`src/rtl/lsu_pkg.sv`:
```
// Shared types and constants for the load/store unit and its lane helper.
package lsu_pkg;

  // Access size encoding as presented on op_size.
  typedef enum logic [1:0] {
    SZ_WORD = 2'b00,
    SZ_HALF = 2'b01,
    SZ_BYTE = 2'b10,
    SZ_RSVD = 2'b11
  } size_e;

  // Exception codes reported on resp_exc_code.
  localparam logic [4:0] EXC_NONE = 5'd0;
  localparam logic [4:0] EXC_ADEL = 5'd4;
  localparam logic [4:0] EXC_ADES = 5'd5;

  // Controller states.
  typedef enum logic [1:0] {
    IDLE,
    REQ,
    RESP
  } state_e;

  // True when the access size cannot be served at this byte offset.
  function automatic logic misaligned(input size_e size, input logic [1:0] addr_lo);
    case (size)
      SZ_WORD: misaligned = (addr_lo != 2'b00);
      SZ_HALF: misaligned = addr_lo[0];
      SZ_BYTE: misaligned = 1'b0;
      default: misaligned = 1'b1;
    endcase
  endfunction

endpackage

```
`src/rtl/lsu_lane_align.sv`:
```
// Byte-lane steering for word-organised memory: byte enables and replicated
// store data for writes, lane extraction plus sign/zero extension for reads.
// Purely combinational so it can be reused by refill logic.
module lsu_lane_align
  import lsu_pkg::*;
(
  input  size_e       size,
  input  logic [1:0]  addr_lo,
  input  logic        is_unsigned,
  input  logic [31:0] wdata,
  input  logic [31:0] rdata,
  output logic [3:0]  be,
  output logic [31:0] wdata_rep,
  output logic [31:0] rdata_ext
);

  logic [31:0] shifted;

  // Lane selection and extension for the requested size.
  always_comb begin
    // NOTE: every output gets a default before the case, so no path leaves
    // a value unassigned and no latch is inferred.
    be        = 4'b0000;
    wdata_rep = wdata;
    rdata_ext = rdata;
    shifted   = rdata >> {addr_lo, 3'b000};
    case (size)
      SZ_WORD: be = 4'b1111;
      SZ_HALF: begin
        be        = addr_lo[1] ? 4'b1100 : 4'b0011;
        wdata_rep = {2{wdata[15:0]}};
        rdata_ext = {{16{shifted[15] & ~is_unsigned}}, shifted[15:0]};
      end
      SZ_BYTE: begin
        be        = 4'b0001 << addr_lo;
        wdata_rep = {4{wdata[7:0]}};
        rdata_ext = {{24{shifted[7] & ~is_unsigned}}, shifted[7:0]};
      end
      default: be = 4'b0000;
    endcase
  end

endmodule

```
`src/rtl/lsu_mem_master.sv`:
```
// Load/store unit: accepts one CPU memory operation, checks alignment and
// range, runs a req/ready word access to data memory and returns the
// extended load result or an address exception. All outputs are registered.
module lsu_mem_master
  import lsu_pkg::*;
#(
  parameter logic [31:0] DM_BASE = 32'h0000_0000,
  parameter logic [31:0] DM_SIZE = 32'h0000_3000
) (
  input  logic        clk,
  input  logic        reset,
  input  logic        op_valid,
  output logic        op_ready,
  input  logic        op_store,
  input  logic [1:0]  op_size,
  input  logic        op_unsigned,
  input  logic [31:0] op_addr,
  input  logic [31:0] op_wdata,
  output logic        resp_valid,
  output logic [31:0] resp_rdata,
  output logic        resp_exc,
  output logic [4:0]  resp_exc_code,
  output logic        mem_req,
  output logic        mem_we,
  output logic [31:0] mem_addr,
  output logic [3:0]  mem_be,
  output logic [31:0] mem_wdata,
  input  logic        mem_ready,
  input  logic [31:0] mem_rdata
);

  state_e      state_q, state_d;
  logic        accept, complete;
  logic        op_fault;
  size_e       op_size_e;
  logic [31:0] op_offset;

  // Fields kept for the load extraction at the end of the access.
  logic        lat_store;
  size_e       lat_size;
  logic        lat_unsigned;
  logic [1:0]  lat_addr_lo;

  // Lane helper interface.
  size_e       al_size;
  logic [1:0]  al_addr_lo;
  logic [3:0]  al_be;
  logic [31:0] al_wdata;
  logic [31:0] al_rdata;

  assign op_size_e = size_e'(op_size);

  // Offset from the window base; an address below the base wraps to a large
  // value, so one unsigned compare covers both range limits.
  assign op_offset = op_addr - DM_BASE;
  assign op_fault  = misaligned(op_size_e, op_addr[1:0]) || (op_offset >= DM_SIZE);

  // In IDLE the helper sees the incoming op (for be/wdata registered on
  // accept); afterwards it sees the latched op (for load extraction).
  assign al_size    = (state_q == IDLE) ? op_size_e     : lat_size;
  assign al_addr_lo = (state_q == IDLE) ? op_addr[1:0]  : lat_addr_lo;

  lsu_lane_align u_lane_align (
    .size        (al_size),
    .addr_lo     (al_addr_lo),
    .is_unsigned (lat_unsigned),
    .wdata       (op_wdata),
    .rdata       (mem_rdata),
    .be          (al_be),
    .wdata_rep   (al_wdata),
    .rdata_ext   (al_rdata)
  );

  // State register.
  always_ff @(posedge clk) begin
    // NOTE: sequential state uses non-blocking assignments so every register
    // samples pre-edge values regardless of block ordering.
    if (reset) state_q <= IDLE;
    else       state_q <= state_d;
  end

  // Next-state logic and the accept/complete strobes.
  always_comb begin
    state_d  = state_q;
    accept   = 1'b0;
    complete = 1'b0;
    case (state_q)
      IDLE: if (op_valid) begin
        accept  = 1'b1;
        state_d = op_fault ? RESP : REQ;
      end
      REQ: if (mem_ready) begin
        complete = 1'b1;
        state_d  = RESP;
      end
      RESP:    state_d = IDLE;
      default: state_d = IDLE;
    endcase
  end

  // Latch the operation fields needed after the accept edge.
  always_ff @(posedge clk) begin
    // NOTE: these are pure datapath holding registers, only read after they
    // are written on accept, so they carry no reset.
    if (accept) begin
      lat_store    <= op_store;
      lat_size     <= op_size_e;
      lat_unsigned <= op_unsigned;
      lat_addr_lo  <= op_addr[1:0];
    end
  end

  // Registered CPU-side and memory-side outputs.
  always_ff @(posedge clk) begin
    if (reset) begin
      op_ready      <= 1'b1;
      resp_valid    <= 1'b0;
      resp_rdata    <= '0;
      resp_exc      <= 1'b0;
      resp_exc_code <= EXC_NONE;
      mem_req       <= 1'b0;
      mem_we        <= 1'b0;
      mem_addr      <= '0;
      mem_be        <= '0;
      mem_wdata     <= '0;
    end else begin
      op_ready      <= (state_d == IDLE);
      resp_valid    <= (state_d == RESP);
      resp_exc      <= accept && op_fault;
      resp_exc_code <= (accept && op_fault) ? (op_store ? EXC_ADES : EXC_ADEL) : EXC_NONE;
      resp_rdata    <= (complete && !lat_store) ? al_rdata : 32'h0;
      if (accept && !op_fault) begin
        mem_req   <= 1'b1;
        mem_we    <= op_store;
        mem_addr  <= {op_addr[31:2], 2'b00};
        mem_be    <= al_be;
        mem_wdata <= al_wdata;
      end else if (complete) begin
        mem_req <= 1'b0;
        mem_we  <= 1'b0;
      end
    end
  end

endmodule

```
`config.mk`:
```
export PLATFORM = sky130hd
export DESIGN_NAME = lsu_mem_master
export DESIGN_NICKNAME = d
export VERILOG_FILES = /design/src/rtl/lsu_pkg.sv /design/src/rtl/lsu_lane_align.sv /design/src/rtl/lsu_mem_master.sv
export SDC_FILE = /design/constraint.sdc
export NUM_CORES = 1
export LEC_CHECK = 0
export BUFFER_PORTS_ARGS = -buffer_cell sky130_fd_sc_hd__clkbuf_2
export CORE_MARGIN = 3
export CORE_UTILIZATION = 25
export CTS_CLUSTER_DIAMETER = 60
export DETAILED_ROUTE_END_ITERATION = 10
export GPL_TIMING_DRIVEN = 0
export HOLD_SLACK_MARGIN = 0.05
export SYNTH_ARGS = -nofsm -noshare
export SYNTH_HDL_FRONTEND = slang
export SYNTH_SLANG_ARGS = --single-unit
```
`constraint.sdc`:
```
create_clock -name clk -period 4.7 [get_ports clk]
set_input_delay 0.94 -clock clk [delete_from_list [all_inputs] [get_ports clk]]
set_output_delay 0.94 -clock clk [all_outputs]
set_load 0.02 [all_outputs]
```
# After elaboration in Yosys (flattened, before gate mapping)

Cells that the tools add are included.

Register bits after elaboration: 116
Output and inout bits: 110

Magnitude comparators: 1
Eq/ne operators: 6
Bitwise gates (word level): 5
Shift-type cells: 2
Reduce and logical (&&, ||, !) cells: 14
Muxes and demuxes: 19

Operators with widths:

| kind                                                                     | count |
|---|---|
| 32-bit case mux with 2 select lines                                      | 2 |
| 32-bit by 14-bit >= comparator with 1-bit output (second input constant) | 1 |
| 32-bit by 5-bit right shift with 16-bit output                           | 1 |
| 4-bit case mux with 3 select lines                                       | 1 |
| 2-bit 2-to-1 mux                                                         | 5 |
| 2-bit logical NOT                                                        | 4 |
| 1-bit 2-to-1 mux                                                         | 8 |
| 2-bit by 1-bit equality test with 1-bit output (second input constant)   | 3 |
| 2-bit equality test (second input constant)                              | 3 |
| 4-bit 2-to-1 mux                                                         | 1 |
| 2-bit case mux with 2 select lines                                       | 1 |
| 2-bit nonzero test                                                       | 2 |
| 2-bit OR reduction                                                       | 2 |
| 1-bit by 2-bit << shifter with 4-bit output (first input constant)       | 1 |
| 1-bit logical AND                                                        | 3 |
| 1-bit inverter                                                           | 3 |
| 1-bit case mux with 3 select lines                                       | 1 |
| 1-bit AND                                                                | 2 |
| 1-bit logical NOT                                                        | 2 |
| 1-bit logical OR                                                         | 1 |

# Logic depth before layout (Yosys ltp)

Word-level depth: 7
Gate-level depth with buffers: 12
Gate-level depth less buffers: 9

# By module

From an unflattened synthesis, not the netlist that was laid out.

Cell total of the unflattened synthesis: 604
Area, all modules: 5532.8 sq um

By module, submodules not included:

| module         | area an instance (sq um) | times used | sequential area each (sq um) | cells each |
|---|---|---|---|---|
| lsu_mem_master | 4214.0                   | 1          | 2322.2                       | 373 |
| lsu_lane_align | 1318.8                   | 1          | 0.0                          | 231 |

# Least setup slack after synthesis

No wires, ideal clock.

Path type: input-to-reg
Start: in op_addr[14]
End: reg mem_addr[2]
Setup time: 132 ps
Stages on the path: 7
Buffers on the path: 2
Data arrival time: 2784 ps
Setup slack: 1784 ps
Cell sequence: or4_4 or4b_4 or4_1 buf_2 buf_6 nand2_1 a21oi_1

Longest elaborated chain between the ends: 4

RTL lines:

| item                                             | RTL line              | text |
|---|---|---|
| start: declaration                               | lsu_mem_master.sv:17  | `input logic [31:0] op_addr,` |
| 32-bit by 14-bit >= comparator with 1-bit output | lsu_mem_master.sv:56  | `assign op_fault = misaligned(op_size_e, op_addr[1:0]) \|\| (op_offset >= DM_SIZE);` |
| 1-bit logical OR                                 | lsu_mem_master.sv:56  |  |
| 1-bit logical NOT                                | lsu_mem_master.sv:132 | `if (accept && !op_fault) begin` |
| 1-bit logical AND                                | lsu_mem_master.sv:132 |  |
| end signal: assignment                           | lsu_mem_master.sv:135 | `mem_addr <= {op_addr[31:2], 2'b00};` |
| end: declaration                                 | lsu_mem_master.sv:25  | `output logic [31:0] mem_addr,` |

Every way passes these cells.
A chain may end at the register's enable or synchronous reset.

# Worst setup path in the final report

Start: reg state_q[0]
End: reg resp_rdata[3]

Longest elaborated chain between the ends: 5

RTL lines:

| item                                                                                   | RTL line              | text |
|---|---|---|
| start: declaration                                                                     | lsu_mem_master.sv:32  | `state_e state_q, state_d;` |
| start signal: assignment                                                               | lsu_mem_master.sv:79  | `else state_q <= state_d;` |
| branches (longest 5 deep; another with 32-bit by 5-bit right shift with 16-bit output) | -                     |  |
| end signal: assignment                                                                 | lsu_mem_master.sv:131 | `resp_rdata <= (complete && !lat_store) ? al_rdata : 32'h0;` |
| end: declaration                                                                       | lsu_mem_master.sv:20  | `output logic [31:0] resp_rdata,` |

Parallel ways; which one is timed is not known.

==> impl_metrics.csv <==
group,metric,value,unit
outcome,outcome,"finished clean",
die,rows,49,
synthesis,ys_ff_latch,113,
sta,tightest_slew,1.329,ns
sta,setup_ws,1.409,ns
clocking,clockBufferDepth,2,
die,pin_count,214,
critical_path,slowest_delay,0.45,ns
sta,fin_skew,0.007740,ns
clocking,clock_latency,0.41,ns
clocking,cts_tree,"built",
final_layout,regArea,2322,sq um
synthesis,synth_edf_count,6,
global_route,antenna_found_initial,1,
critical_path,r2r_slack,1.41,ns
synthesis,ys_seq_area_share,48.96,%
synthesis,synth_fa_ha_area_share,1.055,%
final_layout,final_cells,1013,
synthesis,synth_xor_area_share,0,%
place,pre_cts_slack,1.448,ns
synthesis,synthTopCellsByArea,"dfxtp_1 (45%), nand2_1 (10%), a21oi_1 (5.1%)",
final_layout,syn2layout_area_growth,41.07,%
sta,rsz0062_at_grt,"false",
clocking,cts_sinks,113,
synthesis,synth-main-ff-cell,"dfxtp_1",
critical_path,crit_family,"buffers and inverters",
final_layout,final_nets,880,
final_layout,drive_above_1_share,35.63,%
detailed_routing,num_vias,4781,
critical_path,start_kind,"register",
job,maxCapViolations,0,
global_route,grt_pass1_wl,24510,um
detailed_routing,dr.pass1.iters,5,
detailed_routing,avgRoutedWirePerCell,16.17,um
pwr,p_per_area,378.1,nW/um^2
clocking,htree_levels,4,
die,fp.coreArea,18270,sq um
synthesis,synth_most_common_cell,"nand2_1",
critical_path,critical_path_class,"register to register",
sta,maxSlewViolCount,0,
place,gp_congestion,0.8754,
clocking,clkTransAtPathRegs,0.05,ns
critical_path,cp-end-kind,"register",
global_route,grt_pass1_vias,4559,
place,place_inst,982,
detailed_routing,vias_per_cell,4.720,
synthesis,synthTopCellsByCount,"nand2_1 (130), dfxtp_1 (107), a21oi_1 (48)",
die,die-area,20660,sq um
sta,setup_viol,0,
sta,fin_tns_setup,0,ns
synthesis,synth_simple_gate_area_share,21.89,%
critical_path,critPathRequiredTime,4.99,ns
synthesis,synth_top_cell_by_area,"dfxtp_1",
synthesis,postSynth.asyncResetShare,0,%
critical_path,crit_chain,"clkbuf_1, nor2_1, mux2_2, ha_1, clkbuf_1, buf_1, nor2_1, a221oi_1",
clocking,postCtsSetupBuffers,0,
critical_path,crit_arrival,3.59,ns
critical_path,crit_fanout,10,
synthesis,synthMuxAreaShare,2.163,%
synthesis,synth_top_area_share,45.16,%
clocking,numCtsBuffers,17,
die,start_util,25.96,%
sta,relSlewSlack,10.59,%
pwr,leakagePower,3.026,nW
die,die_x,143.7,um
sta,hold_viol,0,
global_route,grt_max_degree,17,
global_route,grtUsageTotal,15.51,%
hold_path,hold_class,"register to register",
clocking,ctsResizeCount,0,
final_layout,multi_input_comb_area,2158,sq um
critical_path,slowest_stage,"nor2_1",
synthesis,syn-cell-area,4743,sq um
sta,clock.fmax,0.3039,GHz
synthesis,syn_area_per_cell,8.768,sq um
synthesis,yosys_warnings,0,
clocking,hold_buffers,0,
sta,period_needed,3.291,ns
detailed_routing,antenna_left,0,
place,hpwl,12840,um
detailed_routing,drt-total-wl,16380,um
synthesis,yosysUniqueCellTypes,50,
die,dieHeight,143.7,um
global_route,grt-ovfl-total,0,
synthesis,synth_cells,541,
synthesis,synth_top_family_by_area,"simple AND/OR/NAND/NOR gates",
clocking,cts_root_buf,"clkbuf_16",
detailed_routing,drt-initial-drc-count,185,
critical_path,cp.buffers_inverters,3,
synthesis,synth_compound_area_share,19.99,%
sta,period_share,70.02,%
detailed_routing,drc,0,
final_layout,fillCellCount,1927,
pwr,peakVddDrop,0.0002160,V
place,portBuffers,208,
[cell type report]
class	instances	area share, %
tap	229	4.282
multi-input combinational	380	32.26
timing repair buffer	208	15.56
clock inverter	9	1.982
antenna	1	0.03740
buffer	42	3.590
inverter	10	0.5610
sequential	113	34.70
clock buffer	21	7.031
[stage by stage]
step	util [%]	power, mW	hold slack (ns)	area [sq um]
after floorplan	-	1.131	0.5282	4758
after global placement	33.31	1.236	0.4383	6086
after detailed placement	33.31	1.237	0.4437	6086
after CTS	36.61	2.557	0.4513	6689
after global routing	36.63	2.627	0.4654	6691
final	36.63	2.530	0.4489	6691
[state kept, by name, summed over array words and instances (netlist names)]
signal / flops
lat_addr_lo: 2
resp_rdata: 32
mem_we: 1
state_q: 2
resp_exc: 1
mem_addr: 30
resp_valid: 1
op_ready: 1
lat_size: 2
mem_wdata: 32
mem_req: 1
mem_be: 4
resp_exc_code: 2
lat_unsigned: 1
lat_store: 1
[power by group]
part	internal [mW]	switching (mW)	leakage, nW
logic	0.0934	0.150	1.81
clock network	0.868	0.442	0.291
registers	0.974	0.00275	0.920
total	1.94	0.595	3.03
[worst register-to-register path: stages (launching register included)]
cell and delay [ns]:
dfxtp_1 0.32, clkbuf_1 0.20, nor2_1 0.45, mux2_2 0.43, ha_1 0.34, clkbuf_1 0.42
buf_1 0.41, nor2_1 0.26, a221oi_1 0.35
[logic make-up (layout without fill, tap and decap cells)]
kind of cell	Yosys count	after routing
other cells	1	6
fa+ha+maj	4	4
mux	10	10
compound gates	144	144
flops	113	113
buf+inv	52	290
simple gates	217	217
[cell usage in the layout, fill, tap and decap left out, types with 10 or more instances in the layout]
cell type / count
clkbuf_1: 22
nor2_1: 10
clkbuf_2: 208
and2_1: 21
o21ai_0: 28
nand3_1: 19
nand2_1: 130
a21oi_1: 48
a22o_1: 14
o211ai_1: 13
clkbuf_16: 17
inv_1: 10
dfxtp_1: 107
[final timing paths]
check	start	end	cells past startpoint
max	state_q[0]$_SDFF_PP0_	resp_rdata[3]$_SDFF_PP0_	8
min reg2reg	mem_wdata[26]$_SDFFE_PP0P_	mem_wdata[26]$_SDFFE_PP0P_	2
min	mem_wdata[26]$_SDFFE_PP0P_	mem_wdata[26]$_SDFFE_PP0P_	2
max reg2reg	state_q[0]$_SDFF_PP0_	resp_rdata[3]$_SDFF_PP0_	8
[routing by layer]
| layer | vias up | share of wire [%] | wire (um) | track usage, % |
|---|---|---|---|---|
| li1 | 2359 | - | - | - |
| met1 | 2179 | 42 | 6929 | 18.80 |
| met2 | 209 | 46 | 7590 | 25.10 |
| met3 | 34 | 8.2 | 1342 | 4.892 |
| met4 | 0 | 3.2 | 520 | 7.235 |
| met5 | - | 0 | 0 | 0 |
(Power assumes the default switching activity.)
